## src/rtl/topk_pkg.sv

```systemverilog
// rtl/topk_pkg.sv - shared types, defaults and float ordering key for the top-K selector
package topk_pkg;

  typedef enum logic [1:0] {
    ST_ACC    = 2'd0,
    ST_INSERT = 2'd1,
    ST_OUT    = 2'd2
  } state_t;

  localparam int DEF_LOG_INPUT_NUM = 4;
  localparam int DEF_LANES         = 1 << DEF_LOG_INPUT_NUM;
  localparam int DEF_K             = 4;
  localparam int DEF_CNT_W         = $clog2(DEF_K + 1);
  localparam int KEY_MAX_W         = 64;

  // Maps a w-bit IEEE-754 pattern onto an unsigned key with the same order:
  // negatives get every bit inverted, positives get only the sign flipped.
  // Callers pass the element zero-extended and keep the low w bits.
  function automatic logic [KEY_MAX_W-1:0] float_to_key(
    input logic [KEY_MAX_W-1:0] v,
    input int                   w
  );
    logic [KEY_MAX_W-1:0] m;
    m = (64'd1 << w) - 64'd1;
    if (v[w-1])
      return ~v & m;
    else
      return (v ^ (64'd1 << (w - 1))) & m;
  endfunction

endpackage

```

## src/rtl/topk_insert_list.sv

```systemverilog
// rtl/topk_insert_list.sv - K-slot sorted list with parallel compare and shift-insert
module topk_insert_list
  import topk_pkg::*;
#(
  parameter int DATA_WIDTH = 32,
  parameter int K          = DEF_K,
  parameter int IDX_WIDTH  = 16,
  parameter int CNT_W      = $clog2(K + 1)
) (
  input  logic                    clk,
  input  logic                    rst,
  input  logic                    clear,
  input  logic                    ins_en,
  input  logic [DATA_WIDTH-1:0]   key,
  input  logic [DATA_WIDTH-1:0]   data,
  input  logic [IDX_WIDTH-1:0]    idx,
  input  logic                    mode,
  output logic [DATA_WIDTH*K-1:0] slot_data,
  output logic [IDX_WIDTH*K-1:0]  slot_idx,
  output logic [CNT_W-1:0]        count
);

  logic [DATA_WIDTH-1:0] key_q  [K];
  logic [DATA_WIDTH-1:0] data_q [K];
  logic [IDX_WIDTH-1:0]  idx_q  [K];
  logic [CNT_W-1:0]      pos;

  // Insert position = number of filled slots at least as good as the new key;
  // counting equal keys as better keeps the earlier index ahead on ties.
  always_comb begin
    pos = '0;
    for (int i = 0; i < K; i++) begin
      if ((CNT_W'(i) < count) && (mode ? (key_q[i] <= key) : (key_q[i] >= key)))
        pos = pos + CNT_W'(1);
    end
  end

  for (genvar g = 0; g < K; g++) begin : g_out
    assign slot_data[DATA_WIDTH*(g+1)-1 -: DATA_WIDTH] = data_q[g];
    assign slot_idx[IDX_WIDTH*(g+1)-1 -: IDX_WIDTH]    = idx_q[g];
  end

  // Slots below pos hold, slot pos takes the new element, the tail shifts down
  // one and the old last slot falls off; pos == K discards the element.
  always_ff @(posedge clk or posedge rst) begin
    if (rst) begin
      for (int i = 0; i < K; i++) begin
        key_q[i]  <= '0;
        data_q[i] <= '0;
        idx_q[i]  <= '0;
      end
      count <= '0;
    end else if (clear) begin
      for (int i = 0; i < K; i++) begin
        key_q[i]  <= '0;
        data_q[i] <= '0;
        idx_q[i]  <= '0;
      end
      count <= '0;
    end else if (ins_en && (pos < CNT_W'(K))) begin
      for (int i = K - 1; i >= 1; i--) begin
        if (CNT_W'(i) > pos) begin
          key_q[i]  <= key_q[i-1];
          data_q[i] <= data_q[i-1];
          idx_q[i]  <= idx_q[i-1];
        end else if (CNT_W'(i) == pos) begin
          key_q[i]  <= key;
          data_q[i] <= data;
          idx_q[i]  <= idx;
        end
      end
      if (pos == '0) begin
        key_q[0]  <= key;
        data_q[0] <= data;
        idx_q[0]  <= idx;
      end
      if (count != CNT_W'(K))
        count <= count + CNT_W'(1);
    end
  end

endmodule

```

## src/rtl/topk_stream.sv

```systemverilog
// rtl/topk_stream.sv - streaming top-K selector over multi-beat float sets
module topk_stream
  import topk_pkg::*;
#(
  parameter int DATA_WIDTH    = 32,
  parameter int LOG_INPUT_NUM = DEF_LOG_INPUT_NUM,
  parameter int K             = DEF_K,
  parameter int IDX_WIDTH     = 16
) (
  input  logic                                   clk,
  input  logic                                   rst,
  input  logic [DATA_WIDTH*(1<<LOG_INPUT_NUM)-1:0] x,
  input  logic [(1<<LOG_INPUT_NUM)-1:0]          i_mask,
  input  logic                                   i_last,
  input  logic                                   i_mode,
  input  logic                                   i_valid,
  output logic                                   i_ready,
  output logic [DATA_WIDTH*K-1:0]                y,
  output logic [IDX_WIDTH*K-1:0]                 o_idx,
  output logic [$clog2(K+1)-1:0]                 o_count,
  output logic                                   o_valid,
  input  logic                                   o_ready
);

  localparam int LANES  = 1 << LOG_INPUT_NUM;
  localparam int CNT_W  = $clog2(K + 1);
  localparam int LANE_W = LOG_INPUT_NUM + 1;

  state_t                              state_q, state_d;
  logic [LANES-1:0][DATA_WIDTH-1:0]    x_r;
  logic [LANES-1:0]                    mask_r;
  logic                                last_r;
  logic                                mode_r;
  logic [LANE_W-1:0]                   lane_cnt;
  logic [LOG_INPUT_NUM-1:0]            lane_sel;
  logic [IDX_WIDTH-1:0]                beat_cnt;
  logic [DATA_WIDTH-1:0]               lane_data;
  logic                                in_hs, out_hs;

  // One-stage pipe between lane mux and list: lane conversion and the K-wide
  // compare land in different cycles.
  logic                                ins_v;
  logic [DATA_WIDTH-1:0]               ins_key;
  logic [DATA_WIDTH-1:0]               ins_data;
  logic [IDX_WIDTH-1:0]                ins_idx;

  assign i_ready   = (state_q == ST_ACC);
  assign o_valid   = (state_q == ST_OUT);
  assign in_hs     = i_valid && i_ready;
  assign out_hs    = o_valid && o_ready;
  assign lane_sel  = lane_cnt[LOG_INPUT_NUM-1:0];
  assign lane_data = x_r[lane_sel];

  // State register.
  always_ff @(posedge clk or posedge rst) begin
    if (rst) state_q <= ST_ACC;
    else     state_q <= state_d;
  end

  // Next state: a non-final beat returns to ACC after its last lane, while the
  // final beat spends one more cycle in INSERT so its last lane drains from the
  // pipe into the list before OUT presents the result.
  always_comb begin
    state_d = state_q;
    case (state_q)
      ST_ACC: begin
        if (i_valid) state_d = ST_INSERT;
      end
      ST_INSERT: begin
        if (lane_cnt == LANE_W'(LANES))
          state_d = ST_OUT;
        else if ((lane_cnt == LANE_W'(LANES - 1)) && !last_r)
          state_d = ST_ACC;
      end
      ST_OUT: begin
        if (o_ready) state_d = ST_ACC;
      end
      default: state_d = ST_ACC;
    endcase
  end

  // Input registers and lane/beat counters; mode is captured only on the
  // first beat of a set so later changes cannot reorder a list in flight.
  always_ff @(posedge clk or posedge rst) begin
    if (rst) begin
      x_r      <= '0;
      mask_r   <= '0;
      last_r   <= 1'b0;
      mode_r   <= 1'b0;
      lane_cnt <= '0;
      beat_cnt <= '0;
    end else begin
      if (in_hs) begin
        x_r      <= x;
        mask_r   <= i_mask;
        last_r   <= i_last;
        lane_cnt <= '0;
        if (beat_cnt == '0) mode_r <= i_mode;
      end
      if (state_q == ST_INSERT) begin
        lane_cnt <= lane_cnt + LANE_W'(1);
        if ((lane_cnt == LANE_W'(LANES - 1)) && !last_r)
          beat_cnt <= beat_cnt + IDX_WIDTH'(1);
      end
      if (out_hs) beat_cnt <= '0;
    end
  end

  // Lane pipe: key, payload and global index (beat*LANES + lane, wrapping).
  always_ff @(posedge clk or posedge rst) begin
    if (rst) begin
      ins_v    <= 1'b0;
      ins_key  <= '0;
      ins_data <= '0;
      ins_idx  <= '0;
    end else begin
      ins_v    <= (state_q == ST_INSERT) && (lane_cnt < LANE_W'(LANES)) && mask_r[lane_sel];
      ins_key  <= DATA_WIDTH'(float_to_key(KEY_MAX_W'(lane_data), DATA_WIDTH));
      ins_data <= lane_data;
      ins_idx  <= IDX_WIDTH'({beat_cnt, lane_sel});
    end
  end

  topk_insert_list #(
    .DATA_WIDTH (DATA_WIDTH),
    .K          (K),
    .IDX_WIDTH  (IDX_WIDTH),
    .CNT_W      (CNT_W)
  ) u_list (
    .clk       (clk),
    .rst       (rst),
    .clear     (out_hs),
    .ins_en    (ins_v),
    .key       (ins_key),
    .data      (ins_data),
    .idx       (ins_idx),
    .mode      (mode_r),
    .slot_data (y),
    .slot_idx  (o_idx),
    .count     (o_count)
  );

endmodule
```

## config.mk

```make
export PLATFORM = sky130hd
export DESIGN_NAME = topk_stream
export DESIGN_NICKNAME = d
export VERILOG_FILES = /design/src/rtl/topk_pkg.sv /design/src/rtl/topk_insert_list.sv /design/src/rtl/topk_stream.sv
export SDC_FILE = /design/constraint.sdc
export NUM_CORES = 2
export LEC_CHECK = 0
export ABC_AREA = 1
export CAP_MARGIN = 20
export CORE_MARGIN = 8
export CORE_UTILIZATION = 59
export DETAILED_ROUTE_END_ITERATION = 16
export PLACE_DENSITY = 0.91
export SLEW_MARGIN = 20
export SYNTH_ARGS = -nofsm -noshare
export SYNTH_HDL_FRONTEND = slang
export SYNTH_SLANG_ARGS = --single-unit
```

## constraint.sdc

```tcl
create_clock -name clk -period 80 [get_ports clk]
set_clock_uncertainty 0.2 [all_clocks]
set_input_delay 24 -clock clk [delete_from_list [all_inputs] [get_ports clk]]
set_output_delay 24 -clock clk [all_outputs]
set_load 0.01 [all_outputs]
```

# [Yosys cells after proc, flatten, opt, wreduce, memory -nomap -nowiden]
# Index checks and enable logic that the tools add are counted.
[op_classes] mux=53 eq_ne=11 n_bitwise=2 n_lt_le_gt_ge=18 addsub=6 n_reduce_logical=31
[op_table] cell="$mux W128" count=4
[op_table] cell="$mux W32" count=16
[op_table] cell="$mux W16" count=10
[op_table] cell="$bmux W32 S4" count=1
[op_table] cell="$ge A32 B32 Y1" count=4
[op_table] cell="$le A32 B32 Y1" count=4
[op_table] cell="$mux W64" count=2
[op_table] cell="$not A32 Y32" count=1
[op_table] cell="$mux W3" count=6
[op_table] cell="$add A16 B1 Y16 const B" count=1
[op_table] cell="$logic_not A16 Y1" count=1
[op_table] cell="$reduce_and A2 Y1" count=7
[op_table] cell="$reduce_bool A2 Y1" count=6
[op_table] cell="$logic_and A1 B1 Y1" count=10
[op_table] cell="$mux W5" count=2
[op_table] cell="$add A3 B1 Y3 const B" count=3
[op_table] cell="$reduce_bool A3 Y1" count=3
[op_table] cell="$mux W2" count=4
[op_table] cell="$eq A2 B3 Y1 const A" count=2
[op_table] cell="$gt A2 B3 Y1 const A" count=2
[op_table] cell="$lt A1 B3 Y1 const A" count=2
[op_table] cell="$lt A2 B3 Y1 const A" count=2
[op_table] cell="$mux W1" count=6
[op_table] cell="$ne A3 B3 Y1 const B" count=2
[op_table] cell="20 further kinds" count=20
[totals] ff_bits=957 word_cells=160

# [Depth between registers and ports, before layout]
[depth] word_depth=15 ltp_mapped=31

# [By module]
# From an unflattened synthesis, not the netlist that was laid out.
[unflattened] cells_unflattened=6638 hier_area_um2=49432.4
[modules_own_cells] module="topk_stream" instances=1 cells_each=3902 area_per_inst_um2=29731.0
[modules_own_cells] module="topk_insert_list" instances=1 cells_each=2736 area_per_inst_um2=19701.4

# [Least setup slack after synthesis]
# Ideal clock, no wire load.
[synth_path] kind="input to register" startpoint="input o_ready" endpoint="register beat_cnt[13]" setup_ns=0.123 slack_ns=54.384 cell_stages=15 t_arrival_ns=25.293 path_buffers=0 cell_sequence="nand2_1 > nand2_2 > inv_1 > nor2_1 > nand2_1 > inv_1 > nand2_1 > nor2_1 > nand2_1 > nor2_1 > nand2_1 > nor2_2 > inv_1 > o21ai_0 > a21oi_1"
[synth_via] elab_chain_cells=3
[synth_lines] item="from (decl)" line_no="topk_stream.sv:22" text="input logic o_ready"
[synth_lines] item="$logic_and A1 B1 Y1 (*)" line_no="topk_stream.sv:50" text="assign out_hs = o_valid && o_ready;"
[synth_lines] item="$reduce_bool A2 Y1 (no source line)"
[synth_lines] item="$reduce_and A2 Y1 (no source line)"
[synth_lines] item="to (signal assigned)" line_no="topk_stream.sv:103" text="beat_cnt <= beat_cnt + IDX_WIDTH'(1);"
[synth_lines] item="to (decl)" line_no="topk_stream.sv:36" text="logic [IDX_WIDTH-1:0] beat_cnt;"
# Mark *: on every way between the ends. The rest lies on a longest branch, timed or not.
# A chain may end at the register's enable or synchronous reset.

# [Worst setup path after layout]
[layout_path] startpoint="input i_valid" endpoint="register x_r[444] (netlist name)"
[layout_via] elab_chain_cells=1
[layout_lines] item="from (decl)" line_no="topk_stream.sv:16" text="input logic i_valid,"
[layout_lines] item="$logic_and A1 B1 Y1" line_no="topk_stream.sv:49" text="assign in_hs = i_valid && i_ready;"
[layout_lines] item="to (signal assigned)" line_no="topk_stream.sv:86" text="x_r <= '0;"
[layout_lines] item="to (signal assigned)" line_no="topk_stream.sv:94" text="x_r <= x;"
[layout_lines] item="to (decl)" line_no="topk_stream.sv:30" text="logic [LANES-1:0][DATA_WIDTH-1:0] x_r;"
# Every way passes these cells.

==> flow_metrics.py <==
metrics = {
    "global_routing": {
        "grt_pass1_vias": 45300,
        "grt_max_degree": 239,
        "grt_overflow": 0,
        "grt_pass1_wl_mm": 262.1,
        "antenna_found_initial": 37,
        "track_usage_pct": 37.13,
    },
    "worst_setup_path": {
        "reg2reg_depth": 26,
        "worst-setup-path-type": "primary input to flop",
        "cpMostUsedCell": "buf_4",
        "arrival_ps": 28510,
        "crit_fanout": 190,
        "crit_start": "i_valid",
        "r2r_start": "ins_key[30]",
        "worstSetupEndpoint": "x_r[444]",
        "timing.rr.end": "u_list.slot_data[71]",
        "crit_chain": "clkdlybuf4s50_1, nand2_4, inv_8, buf_4, buf_4, buf_4, nand2_1, o21ai_0",
        "worstPathRequired_ps": 80360,
        "r2r_setup_slack_ps": 72390,
        "cpPeakStageDelay_ps": 940,
        "slowest_stage": "buf_4",
        "cp-end-kind": "flop",
        "critPathLaunchType": "primary input",
    },
    "power_and_ir_drop": {
        "p_clk_share_pct": 17.4,
        "peakVddDrop_v": 0.00004699,
        "combPwrFrac_pct": 50.5,
        "power.switching_mw": 1.272,
        "leakage_nw": 28.65,
        "seqPwrFrac_pct": 32.1,
        "internal_power_mw": 1.423,
        "p_total_mw": 2.695,
        "pwr_density_cell_nw_per_um2": 46.46,
        "sw_frac_of_total_pct": 47.20,
    },
    "floorplan": {
        "die_area_um2": 89390,
        "die_w_um": 299.0,
        "initial_utilization_pct": 59.71,
        "rows": 103,
        "io_pins": 731,
        "coreArea_um2": 79130,
        "die_h_um": 299.0,
    },
    "clocking": {
        "cts_hold_buffers": 0,
        "worst_skew_pair.late_latency_ps": 680,
        "cts_sinks": 957,
        "post_cts_buffers": 0,
        "clock_path_buffers": 3,
        "numCtsBuffers": 97,
        "root_buffer": "clkbuf_16",
        "clk_pin_slew_worst_paths_ps": 60,
        "htreeDepth": 3,
        "cts_resized": 0,
        "cts_tree": "done",
    },
    "synth": {
        "synthArstFlopShare_pct": 100.0,
        "yosys_register_bits": 957,
        "avgSynthCellArea_um2": 7.781,
        "synth_ff_type": "dfrtp_1",
        "synth_edf_count": 0,
        "syn_nets": 6744,
        "syn_inst": 6072,
        "syn-cell-area_um2": 47240,
        "synth_seq_area_share_pct": 50.69,
        "synth_cell_types": 42,
        "yosys_warnings": 0,
    },
    "timing": {
        "fin_setup_tns_ps": 0,
        "setup_viol": 0,
        "fin_crit_sh_pct": 35.19,
        "slew_headroom_pct": 27.25,
        "rsz0062_at_grt": "no",
        "fin_crit_ps": 28150,
        "worst_pin_slew_ps": 1091,
        "clock.fmax_mhz": 35.52,
        "hold_viol_final": 0,
        "slew_violations": 0,
    },
    "detailed_routing": {
        "ant_nets": 0,
        "drtIter0Drc": 6646,
        "via_count": 46560,
        "drc": 0,
        "wire_per_inst_um": 22.41,
        "routed_wl_mm": 172.4,
        "first_pass_iters": 9,
        "viasPerCell": 6.052,
    },
    "placed_design": {
        "placed_cell_area_um2": 54670,
        "dp_cells": 7484,
        "portBuffers": 730,
        "gp_congestion": 0.9678,
        "place_hpwl_mm": 117.3,
    },
    "cells_and_area": {
        "syn_to_final_growth_pct": 22.81,
        "layout_common_cells": "2275 x nand2_1, 955 x dfrtp_1, 730 x clkdlybuf4s50_1, 584 x nand3_1, 401 x inv_1",
        "final_nets": 7205,
        "layout_commonest_cell": "nand2_1",
        "post-route-util_pct": 73.32,
        "postLayoutCellArea_um2": 58020,
        "drive_gt1_share_pct": 3.569,
        "final_cells": 7694,
    },
    "job": {
        "maxCapViolations": 0,
    },
    "min_path": {
        "hp-class": "flop to flop",
        "hold_path_depth": 0,
    },
    "run_status": {
        "status": "complete, no violations",
    },
}
-- power groups by stage --
| stage | Clock (mW) | Combinational, mW | Sequential, mW |
|---|---|---|---|
| after floorplan | 0 | 0.862 | 0.835 |
| after global placement | 0 | 1.26 | 0.849 |
| after detailed placement | 0 | 1.31 | 0.858 |
| after CTS | 0.468 | 1.33 | 0.856 |
| after global routing | 0.489 | 1.49 | 0.883 |
| final | 0.469 | 1.36 | 0.865 |
-- worst max-delay path, delay by kind of cell --
family	cells	cell delay (ps)
compound gates	1	130
buf+inv	5	3800
simple gates	2	290
-- worst min path at each step --
| stage | start | to | slack, ps |
|---|---|---|---|
| after detailed placement | beat_cnt[1] | ins_idx[5] | 190 |
| after CTS | beat_cnt[3] | ins_idx[7] | 220 |
| after floorplan | lane_cnt[3] | ins_idx[3] | 150 |
| after global placement | beat_cnt[2] | ins_idx[6] | 200 |
| final | beat_cnt[9] | ins_idx[13] | 220 |
| after global routing | beat_cnt[3] | ins_idx[7] | 230 |
-- synthesized netlist by cell type, types with 2 or more instances --
cell | n | share of area (%)
a211oi_1 | 2 | 0.032
nor3_1 | 17 | 0.18
o221ai_1 | 17 | 0.32
clkbuf_1 | 301 | 2.4
o21ai_1 | 163 | 1.7
buf_4 | 12 | 0.19
clkinv_1 | 2 | 0.016
nand3_1 | 585 | 6.2
o21ai_0 | 374 | 4.0
buf_2 | 84 | 0.89
nor4_1 | 3 | 0.040
nor2_2 | 2 | 0.026
nor2_1 | 228 | 1.8
nand4_1 | 102 | 1.4
a31oi_1 | 2 | 0.026
o211ai_1 | 50 | 0.79
o22ai_1 | 71 | 0.94
dfrtp_1 | 957 | 51
buf_1 | 16 | 0.13
nand2_2 | 4 | 0.053
nand3_2 | 2 | 0.042
nor2_4 | 3 | 0.072
a21o_1 | 4 | 0.064
ha_1 | 138 | 3.7
inv_1 | 404 | 3.2
nor3b_1 | 2 | 0.032
nand2_1 | 2280 | 18
a21oi_1 | 198 | 2.1
xor2_1 | 33 | 0.61
o21a_1 | 4 | 0.064
-- sequential cells by signal, summed over array words and instances, names as in the netlist, 3 cells and up --
register	count
u_list.slot_data	128
ins_data	32
mask_r	16
ins_idx	16
beat_cnt	16
x_r	512
u_list.slot_idx	64
u_list.count	3
ins_key	32
u_list.key_q	128
lane_cnt	5
-- area by class of cell --
class / count / area [um^2]
Clock buffer: 135 / 2784
Fill cell: 5539 / 21110
Tap cell: 1050 / 1314
Inverter: 407 / 1548
Timing Repair Buffer: 776 / 7730
Sequential cell: 957 / 23960
Antenna cell: 31 / 77.57
Clock inverter: 44 / 475.5
Multi-Input combinational cell: 4294 / 20140
-- layer usage --
metal	track usage, %	share of wire, %
met1	44.86	35
met2	59.12	47
met3	8.574	11
met4	25.37	8.0
met5	0	0.026
-- kinds of logic after synthesis --
group,synth area share (%)
xor+xnor,0.6118
compound gates,10.14
mux,0.02383
buf+inv,6.857
simple gates,28.02
fa+ha+maj,3.655
flops,50.69
-- stage by stage --
step	hold slack, ps	setup WS (ps)
CTS	216.0	51780
finish	224.5	51850
global placement	200.6	51160
global route	229.9	51290
detailed placement	191.9	51090
floorplan	151.9	28880
(Power assumes the default switching activity.)
